<file path="src/rtl/vec_mac_pkg.sv">
// Shared definitions for the vector multiply-accumulate block.
// Mode encodings plus the saturating-add and round/shift/saturate helpers.
// Helpers work on 64-bit signed values so one implementation serves any lane width.
package vec_mac_pkg;

    localparam logic MODE_MUL = 1'b0;
    localparam logic MODE_ACC = 1'b1;

    typedef struct packed {
        logic signed [63:0] val;
        logic               sat;
    } sat_res_t;

    // Signed add clamped to a bw-bit signed range; operands are already bw-bit values,
    // so the 64-bit sum itself can never wrap.
    function automatic sat_res_t sat_add(input logic signed [63:0] a,
                                         input logic signed [63:0] b,
                                         input int                 bw);
        logic signed [63:0] s;
        logic signed [63:0] mx;
        logic signed [63:0] mn;
        sat_res_t           res;
        s       = a + b;
        mx      = (64'sd1 <<< (bw - 1)) - 64'sd1;
        mn      = -mx - 64'sd1;
        res.val = s;
        res.sat = 1'b0;
        if (s > mx) begin
            res.val = mx;
            res.sat = 1'b1;
        end else if (s < mn) begin
            res.val = mn;
            res.sat = 1'b1;
        end
        return res;
    endfunction

    // Round half up, arithmetic shift right, then clamp to a bw-bit signed range.
    function automatic sat_res_t round_sat(input logic signed [63:0] v,
                                           input int                 shift,
                                           input int                 bw);
        logic signed [63:0] r;
        logic signed [63:0] mx;
        logic signed [63:0] mn;
        sat_res_t           res;
        r = v;
        if (shift > 0) begin
            r = r + (64'sd1 <<< (shift - 1));
            r = r >>> shift;
        end
        mx      = (64'sd1 <<< (bw - 1)) - 64'sd1;
        mn      = -mx - 64'sd1;
        res.val = r;
        res.sat = 1'b0;
        if (r > mx) begin
            res.val = mx;
            res.sat = 1'b1;
        end else if (r < mn) begin
            res.val = mn;
            res.sat = 1'b1;
        end
        return res;
    endfunction

endpackage

</file>
<file path="src/rtl/vec_mac_lane.sv">
// One lane: S1 product register, S2 frame accumulator and formatted output register.
// Latency: product 1 cycle after prod_en_i, output 1 cycle after out_ld_i.
// Backpressure: none locally; all enables come from the top-level handshake control.
// Ports: a_i/b_i lane operands; prod_en_i loads S1; acc_upd_i / out_ld_i advance S1 into
//        the accumulator or the output register; mode_acc_i/first_i describe the S1 beat.
module vec_mac_lane
    import vec_mac_pkg::*;
#(
    parameter int BW_I   = 8,
    parameter int BW_O   = 16,
    parameter int BW_ACC = 24,
    parameter int SHIFT  = 0
) (
    input  logic            clk_i,
    input  logic            rst_i,
    input  logic [BW_I-1:0] a_i,
    input  logic [BW_I-1:0] b_i,
    input  logic            prod_en_i,
    input  logic            acc_upd_i,
    input  logic            out_ld_i,
    input  logic            mode_acc_i,
    input  logic            first_i,
    output logic [BW_O-1:0] data_o,
    output logic            sat_o
);

    localparam int PW = 2 * BW_I;

    logic signed [PW-1:0]     prod_q, prod_d;
    logic signed [BW_ACC-1:0] acc_q, acc_d;
    logic                     acc_sat_q, acc_sat_d;
    logic [BW_O-1:0]          res_q, res_d;
    logic                     res_sat_q, res_sat_d;

    logic signed [63:0]       prod_w;
    logic signed [63:0]       out_w;
    sat_res_t                 sum;
    sat_res_t                 fmt;
    logic                     frame_sat;

    always_comb begin
        prod_d = prod_q;
        if (prod_en_i) begin
            prod_d = PW'($signed(a_i)) * PW'($signed(b_i));
        end

        prod_w = 64'(prod_q);

        // First beat of a frame loads the product instead of adding to stale state.
        if (first_i) begin
            sum.val = prod_w;
            sum.sat = 1'b0;
        end else begin
            sum = sat_add(64'(acc_q), prod_w, BW_ACC);
        end
        // Sticky per-frame flag: any clamp during the frame marks the lane.
        frame_sat = sum.sat | (~first_i & acc_sat_q);

        acc_d     = acc_q;
        acc_sat_d = acc_sat_q;
        if (acc_upd_i) begin
            acc_d     = sum.val[BW_ACC-1:0];
            acc_sat_d = frame_sat;
        end

        out_w = mode_acc_i ? sum.val : prod_w;
        fmt   = round_sat(out_w, SHIFT, BW_O);

        res_d     = res_q;
        res_sat_d = res_sat_q;
        if (out_ld_i) begin
            res_d     = fmt.val[BW_O-1:0];
            res_sat_d = fmt.sat | (mode_acc_i & frame_sat);
        end
    end

    always_ff @(posedge clk_i or posedge rst_i) begin
        if (rst_i) begin
            prod_q    <= '0;
            acc_q     <= '0;
            acc_sat_q <= 1'b0;
            res_q     <= '0;
            res_sat_q <= 1'b0;
        end else begin
            prod_q    <= prod_d;
            acc_q     <= acc_d;
            acc_sat_q <= acc_sat_d;
            res_q     <= res_d;
            res_sat_q <= res_sat_d;
        end
    end

    assign data_o = res_q;
    assign sat_o  = res_sat_q;

endmodule

</file>
<file path="src/rtl/vec_mac.sv">
// Lane-wise signed vector multiply with optional per-frame accumulation and output formatting.
// Latency: 2 cycles fire-to-valid_o (MUL beat or ACC last beat), 1 beat/cycle throughput.
// Backpressure: ready_i low holds the output register; S1 then fills and in_rdy drops.
// Ports: data1_i/data2_i joined A/B streams with valid/last/ready; mode_i picks MUL or ACC
//        per frame; data_o/sat_o/last_o/valid_o with ready_i form the result stream.
module vec_mac
    import vec_mac_pkg::*;
#(
    parameter int BW_I       = 8,
    parameter int BW_O       = 16,
    parameter int BW_ACC     = 24,
    parameter int VECTOR_LEN = 13,
    parameter int SHIFT      = 0
) (
    input  logic                       clk_i,
    input  logic                       rst_i,
    input  logic [VECTOR_LEN*BW_I-1:0] data1_i,
    input  logic                       valid1_i,
    input  logic                       last1_i,
    output logic                       ready1_o,
    input  logic [VECTOR_LEN*BW_I-1:0] data2_i,
    input  logic                       valid2_i,
    input  logic                       last2_i,
    output logic                       ready2_o,
    input  logic                       mode_i,
    output logic [VECTOR_LEN*BW_O-1:0] data_o,
    output logic [VECTOR_LEN-1:0]      sat_o,
    output logic                       valid_o,
    output logic                       last_o,
    input  logic                       ready_i
);

    // S1 beat descriptor
    logic s1_vld_q, s1_vld_d;
    logic s1_last_q, s1_last_d;
    logic s1_mode_q, s1_mode_d;
    logic s1_first_q, s1_first_d;
    // S2 output register state
    logic out_vld_q, out_vld_d;
    logic out_last_q, out_last_d;
    // Frame tracking on the input side
    logic mode_q, mode_d;
    logic first_q, first_d;

    logic out_free;
    logic s1_adv;
    logic in_rdy;
    logic fire;
    logic beat_last;
    logic beat_mode;
    logic out_ld;
    logic acc_upd;

    always_comb begin
        out_free  = ~out_vld_q | ready_i;
        // An ACC non-last beat only touches the accumulator, so it may retire even
        // while the previous frame's result is still waiting downstream.
        s1_adv    = s1_vld_q & (((s1_mode_q == MODE_ACC) & ~s1_last_q) | out_free);
        in_rdy    = ~s1_vld_q | s1_adv;
        fire      = valid1_i & valid2_i & in_rdy;
        beat_last = last1_i | last2_i;
        beat_mode = first_q ? mode_i : mode_q;

        out_ld    = s1_adv & ((s1_mode_q == MODE_MUL) | s1_last_q);
        acc_upd   = s1_adv & (s1_mode_q == MODE_ACC) & ~s1_last_q;

        s1_vld_d   = fire | (s1_vld_q & ~s1_adv);
        s1_last_d  = s1_last_q;
        s1_mode_d  = s1_mode_q;
        s1_first_d = s1_first_q;
        if (fire) begin
            s1_last_d  = beat_last;
            s1_mode_d  = beat_mode;
            s1_first_d = first_q;
        end

        out_vld_d  = out_ld | (out_vld_q & ~ready_i);
        out_last_d = out_ld ? s1_last_q : out_last_q;

        mode_d  = (fire & first_q) ? mode_i : mode_q;
        first_d = fire ? beat_last : first_q;
    end

    always_ff @(posedge clk_i or posedge rst_i) begin
        if (rst_i) begin
            s1_vld_q   <= 1'b0;
            s1_last_q  <= 1'b0;
            s1_mode_q  <= MODE_MUL;
            s1_first_q <= 1'b1;
            out_vld_q  <= 1'b0;
            out_last_q <= 1'b0;
            mode_q     <= MODE_MUL;
            first_q    <= 1'b1;
        end else begin
            s1_vld_q   <= s1_vld_d;
            s1_last_q  <= s1_last_d;
            s1_mode_q  <= s1_mode_d;
            s1_first_q <= s1_first_d;
            out_vld_q  <= out_vld_d;
            out_last_q <= out_last_d;
            mode_q     <= mode_d;
            first_q    <= first_d;
        end
    end

    for (genvar i = 0; i < VECTOR_LEN; i++) begin : g_lane
        vec_mac_lane #(
            .BW_I  (BW_I),
            .BW_O  (BW_O),
            .BW_ACC(BW_ACC),
            .SHIFT (SHIFT)
        ) u_lane (
            .clk_i     (clk_i),
            .rst_i     (rst_i),
            .a_i       (data1_i[i*BW_I +: BW_I]),
            .b_i       (data2_i[i*BW_I +: BW_I]),
            .prod_en_i (fire),
            .acc_upd_i (acc_upd),
            .out_ld_i  (out_ld),
            .mode_acc_i(s1_mode_q),
            .first_i   (s1_first_q),
            .data_o    (data_o[i*BW_O +: BW_O]),
            .sat_o     (sat_o[i])
        );
    end

    assign ready1_o = in_rdy;
    assign ready2_o = in_rdy;
    assign valid_o  = out_vld_q;
    assign last_o   = out_last_q;

endmodule

</file>
<file path="config.mk">
export PLATFORM = sky130hd
export DESIGN_NAME = vec_mac
export DESIGN_NICKNAME = d
export VERILOG_FILES = /design/src/rtl/vec_mac_pkg.sv /design/src/rtl/vec_mac_lane.sv /design/src/rtl/vec_mac.sv
export SDC_FILE = /design/constraint.sdc
export NUM_CORES = 2
export LEC_CHECK = 0
export CAP_MARGIN = 25
export CORE_MARGIN = 2
export CORE_UTILIZATION = 30
export CTS_BUF_LIST = sky130_fd_sc_hd__clkbuf_8 sky130_fd_sc_hd__clkbuf_16
export CTS_CLUSTER_SIZE = 12
export DETAILED_ROUTE_END_ITERATION = 8
export HOLD_SLACK_MARGIN = 0.06
export MAX_ROUTING_LAYER = met4
export SETUP_SLACK_MARGIN = 0.1
export SLEW_MARGIN = 5
export SYNTH_ARGS = -nofsm -noshare
export SYNTH_HDL_FRONTEND = slang
export SYNTH_SLANG_ARGS = --single-unit
</file>
<file path="constraint.sdc">
create_clock -name clk_i -period 32.8 [get_ports clk_i]
set_input_delay 4.92 -clock clk_i [delete_from_list [all_inputs] [get_ports clk_i]]
set_output_delay 4.92 -clock clk_i [all_outputs]
set_load 0.005 [all_outputs]
</file>
== Yosys cells after proc, flatten, opt, wreduce, memory -nomap -nowiden ==
Cells that the tools add are included.
Widths: inputs -> output; s select.

* Flip-flop bits (word level): 762
* Input port bits: 216
* Output and inout bits: 225
* Word-level logic and storage cells: 306

* Add/sub/neg operators: 13
* Multipliers: 13
* Magnitude comparators: 52
* Multiplexer cells: 79
* Bitwise logic cells: 76

{| class="wikitable"
|+ Operators by type and width
! kind !! count
|-
| $mux 65 || 39
|-
| $gt 64x16->1 const B || 13
|-
| $gt 64x24->1 const B || 13
|-
| $lt 64x16->1 const B || 13
|-
| $lt 64x24->1 const B || 13
|-
| $mux 64 || 13
|-
| $mux 17 || 26
|-
| $add 24x16->25 || 13
|-
| $mul 8x8->16 || 13
|-
| $and 1x1->1 || 36
|-
| $or 1x1->1 || 33
|-
| $not 1->1 || 7
|-
| $mux 1 || 1
|}

== Depth between registers and ports, before layout ==
* Word-level depth: 10
* Mapped depth: 23
* Gate-level depth less buffers: 23

== Hierarchy ==
Synthesis repeated with hierarchy kept, for this count alone.

* Cell total of the unflattened synthesis: 9754
* Area total of the unflattened synthesis: 87373.8 µm²

{| class="wikitable"
|+ By module, submodules not included
! module !! times used !! cells an instance !! area each (µm²) !! sequential area each (µm²)
|-
| vec_mac_lane (g_lane[10].u_lane ...) || 7 || 757 || 6729.0 || 1451.4
|-
| vec_mac_lane (g_lane[6].u_lane ...) || 3 || 729 || 6598.8 || 1451.4
|-
| vec_mac_lane (g_lane[9].u_lane) || 1 || 747 || 6760.2 || 1451.4
|-
| vec_mac_lane (g_lane[3].u_lane) || 1 || 765 || 6750.2 || 1451.4
|-
| vec_mac_lane (g_lane[0].u_lane) || 1 || 722 || 6558.8 || 1451.4
|-
| vec_mac || 1 || 34 || 405.4 || 202.7
|}

== Worst setup path after synthesis ==
Ideal clock, no wire load.

* Path type: input to output
* Start: input port ready_i
* End: output port ready2_o
* Arrival: 5.579 ns
* Required time: 27.880 ns
* Setup slack: 22.301 ns
* Cell stages on the path: 3
* Path buffers: 1
* Cells stage by stage: nand2b_1 -> or2_2 -> buf_4

* Longest elaborated chain between the ends: 4

{| class="wikitable"
|+ Ends and longest elaborated chain
! what !! RTL line !! text
|-
| from (decl) || vec_mac.sv:30 || <nowiki>input logic ready_i</nowiki>
|-
| $or 1x1->1 || vec_mac.sv:55 || <nowiki>out_free = ~out_vld_q | ready_i;</nowiki>
|-
| $or 1x1->1 || vec_mac.sv:58 || <nowiki>s1_adv = s1_vld_q & (((s1_mode_q == MODE_ACC) & ~s1_last_q) | out_free);</nowiki>
|-
| $and 1x1->1 || vec_mac.sv:58 ||
|-
| $or 1x1->1 || vec_mac.sv:59 || <nowiki>in_rdy = ~s1_vld_q | s1_adv;</nowiki>
|-
| to (decl) || vec_mac.sv:24 || <nowiki>output logic ready2_o,</nowiki>
|}

Every way passes these cells.

== Final worst setup path ==
* Start: input port ready_i
* End: output port ready1_o

* Longest elaborated chain between the ends: 4

{| class="wikitable"
|+ Ends and longest elaborated chain
! what !! RTL line !! text
|-
| $or 1x1->1 || vec_mac.sv:55 ||
|-
| $or 1x1->1 || vec_mac.sv:58 ||
|-
| $and 1x1->1 || vec_mac.sv:58 ||
|-
| $or 1x1->1 || vec_mac.sv:59 ||
|-
| to (decl) || vec_mac.sv:20 || <nowiki>output logic ready1_o,</nowiki>
|}

Every way passes these cells.

==> impl_metrics.env <==
export IMPL_cts_setup_buffers=0
export IMPL_powerDensity_nw_per_um2=101
export IMPL_firstDrtPassIters=7
export IMPL_ioPinCount=441
export IMPL_core_region_area_um2=271000
export IMPL_hold_viol_final=0
export IMPL_ys_ff_latch=762
export IMPL_synth_cells=9566
export IMPL_syn2layout_area_growth_pct=14.2
export IMPL_ant_nets=0
export IMPL_fp_row_count=191
export IMPL_syn_num_nets=11199
export IMPL_path_clk_slew_ns=0.06
export IMPL_route_detailed_drc=0
export IMPL_die_area_um2=277000
export IMPL_drt_initial_drc_count=3791
export IMPL_crit_type="input pin to primary output"
export IMPL_postCtsHoldBufs=0
export IMPL_seq_power_share_pct=18.6
export IMPL_layout_nets=11428
export IMPL_tns_ns=0
export IMPL_outcome="completed"
export IMPL_tightest_slew_ns=0.989
export IMPL_vias_per_cell=4.97
export IMPL_synth_edf_count=0
export IMPL_ys_warn_count=0
export IMPL_power_leakage_uw=0.0437
export IMPL_rsz0062_at_grt="false"
export IMPL_path_max_fanout=5
export IMPL_grt_total_usage_pct=17.2
export IMPL_power_uw=9500
export IMPL_ctsResizeCount=0
export IMPL_startpoint_type="input pin"
export IMPL_end_kind="primary output"
export IMPL_drt_total_wl_um=231000
export IMPL_dpl_hpwl_um=175000
export IMPL_cts_buffers=97
export IMPL_cts_htree_levels=3
export IMPL_ys_types=105
export IMPL_synth_main_ff_cell="dfrtp_1"
export IMPL_final_setup_viol_count=0
export IMPL_io_buffers=440
export IMPL_gr_total_overflow=0
export IMPL_p_switching_uw=4660
export IMPL_die_y_um=527
export IMPL_skew_ns=0.0431
export IMPL_post_drt_wl_per_cell_um=17.1
export IMPL_layout_worst_path_cycle_share_pct=34.6
export IMPL_avgSynthCellArea_um2=8.57
export IMPL_seq_area_frac_synth_pct=23.3
export IMPL_insertion_delay_ns=0.76
export IMPL_grt_pass1_wl_um=378000
export IMPL_cts_num_sinks=762
export IMPL_synthesis_area_um2=82000
export IMPL_layout_drive_gt1_share_pct=3.83
export IMPL_maxCapViolCount=0
export IMPL_fin_crit_ns=11.35
export IMPL_grt_max_degree=126
export IMPL_clock_path_buffers=3
export IMPL_power_share_clock_pct=12.6
export IMPL_cts_root_buf="clkbuf_16"
export IMPL_fmax_ghz=0.0881
export IMPL_tritoncts="yes"
export IMPL_worst_ep_arrival_time_ns=6.43
export IMPL_crit_required_ns=27.88
export IMPL_maxSlewViolCount=0
export IMPL_ys_async_sr_fraction_pct=100
export IMPL_pwr_share_comb_pct=68.8
export IMPL_relSlewSlack_pct=33.8
export IMPL_vias=66827
export IMPL_p_int_uw=4840
export IMPL_initial_core_util_pct=30.2
export IMPL_vdd_drop_max_mv=0.0497
export IMPL_antenna_found_initial=4
export IMPL_switching_share_pct=49.1
export IMPL_grt_pass1_vias=67514
export IMPL_fp_dieW_um=527
export IMPL_hp_class="flip-flop to flip-flop"
export IMPL_gp_congestion=0.881
==> metrics by stage <==
step | cell area (µm²) | hold WS [ns] | util (%) | setup slack (ns) | cells
floorplan | 82000 | 0.445 | - | 6.50 | 9566
global placement | 90000 | 0.462 | 33.2 | 21.47 | 13259
detailed placement | 90000 | 0.467 | 33.2 | 21.47 | 13261
CTS | 93600 | 0.480 | 34.5 | 21.46 | 13441
global route | 93600 | 0.497 | 34.5 | 21.39 | 13447
finish | 93600 | 0.473 | 34.5 | 21.45 | 13447
==> cells in the mapped netlist, drive strengths merged (22+ instances only) <==
master  number  area (µm²)
and2       537        3360
nor2       607        2280
a22o        22         193
o31ai       70         554
clkbuf     314        1180
inv        985        3700
mux2i       38         380
a211o       61         534
nand4       41         257
nand2     1211        4560
dfrtp      760       19000
a21oi      799        4010
nor2b       65         407
a31oi       56         369
a21o       165        1240
o211ai      67         508
o21a        46         347
nor3        76         392
fa         728       14600
a211oi      77         608
nand3       92         460
ha         689        8620
o22a        49         429
a221o       52         521
o22ai       26         163
xnor2      293        2580
xor2       162        1420
maj3        22         220
o21ai      794        3970
and3        66         413
nand2b     140         876
o21bai      38         285
buf         73         389
==> kinds of logic after synthesis <==
| kind of cell | after synthesis | share of synthesized area [%] |
|---|---|---|
| AOI/OAI and AO/OA | 2542 | 19.3 |
| xor gates and xnor gates | 455 | 4.88 |
| adders and majority gates | 1439 | 28.6 |
| buffers and inverters | 1373 | 6.43 |
| DFF | 762 | 23.3 |
| muxes | 57 | 0.734 |
| and+or+nand+nor | 2938 | 16.8 |
==> flip-flops by register name, indices dropped and copies added, names as in the netlist <==
| signal | cells |
|---|---|
| g_lane.u_lane.data_o | 208 |
| g_lane.u_lane.prod_q | 208 |
| valid_o | 1 |
| s1_first_q | 1 |
| g_lane.u_lane.acc_sat_q | 13 |
| s1_vld_q | 1 |
| first_q | 1 |
| s1_last_q | 1 |
| s1_mode_q | 1 |
| g_lane.u_lane.sat_o | 13 |
| g_lane.u_lane.acc_q | 312 |
| last_o | 1 |
| mode_q | 1 |
==> critical path, stage by stage <==
cell             delay, ns
clkdlybuf4s50_1       0.39
nand2b_1              0.24
or2_2                 0.40
clkdlybuf4s50_1       0.47
==> area by class of cell <==
class | instances | area [µm²]
clock buffers | 112 | 2670
diodes | 1 | 2.50
repair buffers | 517 | 5070
inverters | 986 | 3710
well taps | 3570 | 4470
fillers | 28223 | 178000
flip-flops and latches | 762 | 19100
clock inverters | 68 | 912
multi-input cells | 7431 | 57700
==> layer usage <==
| metal | share of wire [%] | GRT usage [%] | vias to the layer above | wire length (µm) |
|---|---|---|---|---|
| met5 | 0 | - | - | 0 |
| met4 | 1.9 | 3.61 | 0 | 4460 |
| met3 | 4.0 | 2.15 | 210 | 9240 |
| li1 | - | - | 32886 | - |
| met1 | 48 | 23.6 | 32632 | 112000 |
| met2 | 46 | 27.2 | 1099 | 105000 |
==> layout by cell type, fill, tap and decap left out, drive strengths merged, types with 46 or more instances in the layout <==
| cell | instances |
|---|---|
| and2 | 537 |
| clkdlybuf4s50 | 440 |
| o22a | 49 |
| nand3 | 92 |
| xnor2 | 293 |
| nor2b | 65 |
| o211ai | 67 |
| o21a | 46 |
| a31oi | 56 |
| a21o | 165 |
| dfrtp | 760 |
| and3 | 66 |
| nor2 | 607 |
| clkbuf | 112 |
| a211o | 61 |
| ha | 689 |
| a221o | 52 |
| nor3 | 76 |
| nand2b | 140 |
| xor2 | 162 |
| o21ai | 794 |
| buf | 77 |
| o31ai | 70 |
| fa | 728 |
| inv | 994 |
| a211oi | 77 |
| nand2 | 1211 |
| a21oi | 799 |
==> worst paths after layout <==
| kind | slack, ns | depth (start not counted) | start | end |
|---|---|---|---|---|
| worst max-delay path | 21.45 | 4 | ready_i | ready1_o |
| worst min-delay path | 0.47 | 2 | g_lane[9].u_lane.acc_q[23] | g_lane[9].u_lane.acc_q[23] |
| worst max register to register | 27.79 | 12 | g_lane[6].u_lane.prod_q[15] | g_lane[6].u_lane.data_o[14] |
| max in group asynchronous | 24.69 | 6 | rst_i | g_lane[9].u_lane.data_o[9] |
| min in group asynchronous | 4.67 | 2 | rst_i | g_lane[6].u_lane.data_o[12] |
| worst min register to register | 0.47 | 2 | g_lane[9].u_lane.acc_q[23] | g_lane[9].u_lane.acc_q[23] |
==> power by group through the flow <==
stage                     Clock (µW)  Sequential [µW]  Combinational [µW]
after CTS                       1240             1780                6560
final                           1200             1770                6530
after floorplan                    0             1630                4880
after detailed placement           0             1780                6500
after global placement             0             1780                6480
after global routing            1280             1830                7420
(Power assumes the default switching activity.)
